### src/rtl/sid_bus_pkg.sv
// sid_bus_pkg: shared definitions for the SID write path.
//   - Field positions of the 2-byte SPI write protocol:
//       header 1AAA AADD  (address, data[7:6])
//       data   0?DD DDDD  (data[5:0])
//   - sid_wr_t: one queued SID register write {addr, data}.
//   - Helpers that classify a protocol byte and assemble a write entry.
package sid_bus_pkg;

    localparam int SID_ADDR_W = 5;
    localparam int SID_DATA_W = 8;

    localparam int HDR_BIT    = 7;
    localparam int ADDR_MSB   = 6;
    localparam int ADDR_LSB   = 2;
    localparam int HI_MSB     = 1;
    localparam int HI_LSB     = 0;
    localparam int LO_MSB     = 5;
    localparam int LO_LSB     = 0;

    typedef struct packed {
        logic [SID_ADDR_W-1:0] addr;
        logic [SID_DATA_W-1:0] data;
    } sid_wr_t;

    // True when the byte is a header (address + top two data bits).
    function automatic logic is_header(input logic [7:0] b);
        return b[HDR_BIT];
    endfunction

    // Build a write entry from the latched header fields and a data byte.
    // Bit 6 of the data byte carries no information and is dropped here.
    function automatic sid_wr_t make_wr(input logic [SID_ADDR_W-1:0] addr,
                                        input logic [1:0]            hi,
                                        input logic [7:0]            b);
        sid_wr_t w;
        w.addr = addr;
        w.data = {hi, b[LO_MSB:LO_LSB]};
        return w;
    endfunction

endpackage

### src/rtl/sid_wr_fifo.sv
// sid_wr_fifo: synchronous FIFO of sid_wr_t entries.
//   clk, rst  : clock, asynchronous active-high reset (empties the FIFO)
//   push, din : enqueue din; accepted when not full, or when full and a pop
//               happens in the same cycle
//   pop, dout : dequeue; dout always shows the head entry
//   full/empty: occupancy flags derived from the explicit level counter
//   level     : registered occupancy, 0..DEPTH
module sid_wr_fifo
    import sid_bus_pkg::*;
#(
    parameter int DEPTH = 16,
    localparam int PTR_W = $clog2(DEPTH),
    localparam int LVL_W = PTR_W + 1
) (
    input  logic             clk,
    input  logic             rst,
    input  logic             push,
    input  logic             pop,
    input  sid_wr_t          din,
    output sid_wr_t          dout,
    output logic             full,
    output logic             empty,
    output logic [LVL_W-1:0] level
);

    sid_wr_t          mem_r [DEPTH];
    logic [PTR_W-1:0] wr_ptr_r;
    logic [PTR_W-1:0] rd_ptr_r;
    logic [LVL_W-1:0] level_r;
    logic             push_ok_s;
    logic             pop_ok_s;

    // Qualify requests: a full FIFO still accepts a push when it pops in the same cycle.
    always_comb begin
        pop_ok_s  = 1'b0;
        push_ok_s = 1'b0;
        if (pop && (level_r != LVL_W'(0))) begin
            pop_ok_s = 1'b1;
        end else begin
            pop_ok_s = 1'b0;
        end
        if (push && ((level_r != LVL_W'(DEPTH)) || pop_ok_s)) begin
            push_ok_s = 1'b1;
        end else begin
            push_ok_s = 1'b0;
        end
    end

    // Entry storage; contents need no reset because level gates every read.
    always_ff @(posedge clk) begin
        if (push_ok_s) begin
            mem_r[wr_ptr_r] <= din;
        end
    end

    // Pointers wrap naturally (DEPTH is a power of two); level is tracked explicitly.
    always_ff @(posedge clk or posedge rst) begin
        if (rst) begin
            wr_ptr_r <= PTR_W'(0);
            rd_ptr_r <= PTR_W'(0);
            level_r  <= LVL_W'(0);
        end else begin
            if (push_ok_s) begin
                wr_ptr_r <= wr_ptr_r + PTR_W'(1);
            end
            if (pop_ok_s) begin
                rd_ptr_r <= rd_ptr_r + PTR_W'(1);
            end
            case ({push_ok_s, pop_ok_s})
                2'b10:   level_r <= level_r + LVL_W'(1);
                2'b01:   level_r <= level_r - LVL_W'(1);
                default: level_r <= level_r;
            endcase
        end
    end

    assign dout  = mem_r[rd_ptr_r];
    assign full  = (level_r == LVL_W'(DEPTH));
    assign empty = (level_r == LVL_W'(0));
    assign level = level_r;

endmodule

### src/rtl/sid_bus_writer.sv
// sid_bus_writer: decodes SPI protocol bytes into SID register writes, queues
// them, and replays at most one write per 1 MHz SID enable.
//   clk, rst    : 12 MHz system clock, asynchronous active-high reset
//   iByte       : byte from the SPI slave, qualified by iByteValid
//   iClkEn      : 1 MHz SID enable pulse; a queued write pops on it
//   iClrOvf     : clears oOverflow (a simultaneous drop keeps it set)
//   oWE         : one-clk write strobe, the cycle after a pop
//   oAddr/oDataW: write address/data, held between writes
//   oLevel      : FIFO occupancy
//   oOverflow   : sticky, a write was dropped on a full FIFO
module sid_bus_writer
    import sid_bus_pkg::*;
#(
    parameter int FIFO_DEPTH = 16,
    parameter int ADDR_W     = SID_ADDR_W,
    parameter int DATA_W     = SID_DATA_W,
    localparam int LVL_W     = $clog2(FIFO_DEPTH) + 1
) (
    input  logic              clk,
    input  logic              rst,
    input  logic [7:0]        iByte,
    input  logic              iByteValid,
    input  logic              iClkEn,
    input  logic              iClrOvf,
    output logic              oWE,
    output logic [ADDR_W-1:0] oAddr,
    output logic [DATA_W-1:0] oDataW,
    output logic [LVL_W-1:0]  oLevel,
    output logic              oOverflow
);

    logic [SID_ADDR_W-1:0] hdr_addr_r;
    logic [1:0]            hdr_hi_r;
    logic                  push_s;
    logic                  pop_s;
    logic                  drop_s;
    logic                  full_s;
    logic                  empty_s;
    sid_wr_t               din_s;
    sid_wr_t               head_s;

    // Byte decode and FIFO handshake; a push into an empty FIFO cannot pop the same cycle.
    always_comb begin
        push_s = 1'b0;
        pop_s  = 1'b0;
        drop_s = 1'b0;
        din_s  = make_wr(hdr_addr_r, hdr_hi_r, iByte);
        if (iByteValid && !is_header(iByte)) begin
            push_s = 1'b1;
        end else begin
            push_s = 1'b0;
        end
        if (iClkEn && !empty_s) begin
            pop_s = 1'b1;
        end else begin
            pop_s = 1'b0;
        end
        if (push_s && full_s && !pop_s) begin
            drop_s = 1'b1;
        end else begin
            drop_s = 1'b0;
        end
    end

    // Header latch; persists so repeated data bytes stream to the same register.
    always_ff @(posedge clk or posedge rst) begin
        if (rst) begin
            hdr_addr_r <= SID_ADDR_W'(0);
            hdr_hi_r   <= 2'b00;
        end else if (iByteValid && is_header(iByte)) begin
            hdr_addr_r <= iByte[ADDR_MSB:ADDR_LSB];
            hdr_hi_r   <= iByte[HI_MSB:HI_LSB];
        end
    end

    sid_wr_fifo #(
        .DEPTH (FIFO_DEPTH)
    ) u_fifo (
        .clk   (clk),
        .rst   (rst),
        .push  (push_s),
        .pop   (pop_s),
        .din   (din_s),
        .dout  (head_s),
        .full  (full_s),
        .empty (empty_s),
        .level (oLevel)
    );

    // Write issue: capture the head on a pop, strobe oWE for the following cycle.
    always_ff @(posedge clk or posedge rst) begin
        if (rst) begin
            oWE    <= 1'b0;
            oAddr  <= ADDR_W'(0);
            oDataW <= DATA_W'(0);
        end else begin
            oWE <= pop_s;
            if (pop_s) begin
                oAddr  <= head_s.addr;
                oDataW <= head_s.data;
            end
        end
    end

    // Sticky overflow flag; a drop in the same cycle as a clear keeps it set.
    always_ff @(posedge clk or posedge rst) begin
        if (rst) begin
            oOverflow <= 1'b0;
        end else if (drop_s) begin
            oOverflow <= 1'b1;
        end else if (iClrOvf) begin
            oOverflow <= 1'b0;
        end
    end

endmodule

### config.mk
export PLATFORM = sky130hd
export DESIGN_NAME = sid_bus_writer
export DESIGN_NICKNAME = d
export VERILOG_FILES = /design/src/rtl/sid_bus_pkg.sv /design/src/rtl/sid_wr_fifo.sv /design/src/rtl/sid_bus_writer.sv
export SDC_FILE = /design/constraint.sdc
export NUM_CORES = 1
export LEC_CHECK = 0
export ABC_CLOCK_PERIOD_IN_PS = 2500
export BUFFER_PORTS_ARGS = -buffer_cell sky130_fd_sc_hd__buf_4
export CORE_UTILIZATION = 44
export DETAILED_ROUTE_END_ITERATION = 7
export PLACE_DENSITY = 0.64
export SLEW_MARGIN = 20
export SYNTH_ARGS = -nofsm -noshare
export SYNTH_HDL_FRONTEND = slang
export SYNTH_SLANG_ARGS = --single-unit
export TNS_END_PERCENT = 30
### constraint.sdc
create_clock -name clk -period 2.5 [get_ports clk]
set_input_delay 0.25 -clock clk [delete_from_list [all_inputs] [get_ports clk]]
set_output_delay 0.25 -clock clk [all_outputs]
set_load 0.01 [all_outputs]
==> metrics.cfg <==
[layout]
instances_no_fill=826
layout_commonest_cell=edfxtp_1
drive_above_1_share_pct=32.67
antenna_cells=0
area.growth.synth_to_final_pct=16.54
layout_common_cells=208 x edfxtp_1, 60 x buf_4, 52 x mux4_2, 33 x dfrtp_1, 26 x o22ai_1
nNetsFinal=553

[global_route]
grt_max_degree=54
track_usage_pct=18.50
first_global_vias=4916
grt_overflow=0
grt_pass1_wl_mm=30.02
grt_antenna_before_repair=0

[logic_synthesis]
yosysWarnings=0
synth_top_area_share_pct=66.16
synth-edff-count=208
ys_types=42
yosysSeqAreaShare_pct=75.44
ys.flop_type=edfxtp_1
synthCells=462
syn_avg_cell_area_um2=20.43
synth.net_count=482
synth.largest_area_cell=edfxtp_1
synthTopCellsByArea=edfxtp_1 66%, mux4_2 12%, dfrtp_1 9.3%, mux2_2 2.5%, o22ai_1 1.7%
async_flop_share_pct=14.40
ys_seq_elements=243
syn_area_mm2=0.009440

[sta]
setup_viol=0
fin_worst_skew_ns=0.01175
period_minus_slack_ns=2.371
fin_crit_sh_pct=94.85
worst_pin_slew_ns=0.8265
relSlewSlack_pct=44.84
tns_ns=0
hold_viol_final=0
hold_ws_ns=0.06027
drv_slew=0
rsz0062_at_grt=no
fmax_mhz=421.7

[routing]
postRouteAntennaNets=0
num_vias=4689
routedWlPerCell_um=23.28
wirelength_mm=19.23
drc=0
drt_iter0_markers=327
firstDrtPassIters=4
via_per_inst=5.677

[worst_hold_path]
worstHoldPathType=input port to register

[floorplan]
die_w_um=148.5
initial_core_util_pct=44.91
die_y_um=148.5
rows=53
die_area_mm2=0.02204
fp.coreArea_mm2=0.02102
ios=33

[placed_design]
dp.cells=774
gp_congestion=0.7892
dp_hpwl_mm=11.70
portBuffers=32

[power_and_ir_drop]
ir_drop_mv=0.5892
p_per_area_mw_per_mm2=1089
power.leakage_nw=3.673

[critical_path]
crit_family=compound AO/OA/AOI/OAI gates
crit_buf_inv=1
worstPathCellList=inv_1 > a211oi_1 > ha_1 > o31a_1 > or4_1 > a31oi_1 > o21ai_1
crit_slowest_cell=dfrtp_1
cp.arrival_ns=2.77
start_kind=register
worstSetupPathType=register to register
cp_slowest_stage_delay_ns=0.49
crit_required_ns=2.89
cp_max_fo=7
end_kind=register

[clock_network]
clkLatencyLatePin_ns=0.52
ctsResizeCount=0
tritoncts=yes
clk_pin_slew_worst_paths_ns=0.06
cts_buffer_depth=3
clock_sinks=243
cts_buffers=25
htreeDepth=1
cts-root-buf=clkbuf_16

[job]
timing.max_cap.violations=0

[outcome]
outcome=finished, final reports clean

-- path summary, 6_finish.rpt --
| kind | cells after the start | startpoint | slack, ns | end |
|---|---|---|---|---|
| setup reg to reg | 7 | u_fifo.level[4]$_DFFE_PP0P_ | 0.13 | u_fifo.level[4]$_DFFE_PP0P_ |
| hold / removal | 1 | iByte[3] | 0.06 | u_fifo.mem_r[11][3]$_DFFE_PP_ |
| max in group asynchronous | 4 | rst | 1.37 | oDataW[2]$_DFFE_PP0P_ |
| hold reg to reg | 2 | oDataW[2]$_DFFE_PP0P_ | 0.59 | oDataW[2]$_DFFE_PP0P_ |
| min in group asynchronous | 3 | rst | 0.46 | oAddr[4]$_DFFE_PP0P_ |
| setup / recovery | 7 | u_fifo.level[4]$_DFFE_PP0P_ | 0.13 | u_fifo.level[4]$_DFFE_PP0P_ |
-- routing by layer --
layer	track usage (%)	up-vias	share of wire [%]
li1	-	2047	-
met1	26.10	2440	43
met2	29.98	160	49
met3	3.098	42	6.4
met4	4.948	0	2.1
met5	0	-	0
-- layout make-up --
| class | instances | area [um^2] |
|---|---|---|
| Inverter | 5 | 18.77 |
| Clock buffer | 32 | 661.9 |
| Timing Repair Buffer | 67 | 550.5 |
| Sequential cell | 243 | 7127 |
| Fill cell | 1640 | 10020 |
| Clock inverter | 13 | 88.84 |
| Tap cell | 275 | 344.1 |
| Multi-Input combinational cell | 191 | 2211 |
-- registers in the layout, summed over array words and instances, names as in the netlist --
register,count
hdr_addr_r,5
u_fifo.wr_ptr_r,4
hdr_hi_r,2
u_fifo.rd_ptr_r,4
oOverflow,1
u_fifo.mem_r,208
oWE,1
oAddr,5
oDataW,8
u_fifo.level,5
-- repair_timing --
action,4_1_cts,5_1_grt
buffers inserted,0,3
endpoints found under the setup margin,0,1
hold buffers,4,0
endpoints found under the hold margin,20,0
-- stage by stage --
step                util [%]  power, W  area [um^2]  setup slack (ns)
detailed placement     48.47  0.008679        10190           0.04589
floorplan                  -  0.007501         9445          0.009156
global placement       48.47  0.008611        10190            0.1343
global route           52.34   0.01254        11000           0.05484
finish                 52.34   0.01198        11000            0.1288
CTS                    52.23   0.01212        10980           0.02968
-- worst reg2reg max path, delay by kind of cell (launching register included) --
kind	cells	cell delay (ns)
AO/OA/AOI/OAI	4	0.82
adder cells (fa/ha/maj)	1	0.36
flip-flops	1	0.49
buffers and inverters	1	0.15
AND/OR/NAND/NOR	1	0.43
-- cells by family after synthesis --
group | Yosys count | synth area share [%]
compound gates | 58 | 3.976
xor+xnor | 8 | 0.7422
fa+ha+maj | 7 | 0.9277
buf+inv | 28 | 1.392
flops | 243 | 75.44
mux | 75 | 15.14
simple gates | 43 | 2.386
-- where the power goes --
part | switching (W) | internal (W)
Clock | 0.00144 | 0.00197
Sequential | 0.000473 | 0.00488
Combinational | 0.00156 | 0.00167
Total | 0.00347 | 0.00851
-- synth_stat cells, types with 6 or more instances --
cell / number
edfxtp_1: 208
mux4_2: 52
dfrtp_1: 35
o22ai_1: 26
mux2_2: 21
a21oi_1: 14
clkbuf_1: 12
nor2_1: 12
nand2_1: 9
ha_1: 7
buf_4: 6
xnor2_1: 6
No activity file was read; power rests on OpenSTA's default activity.
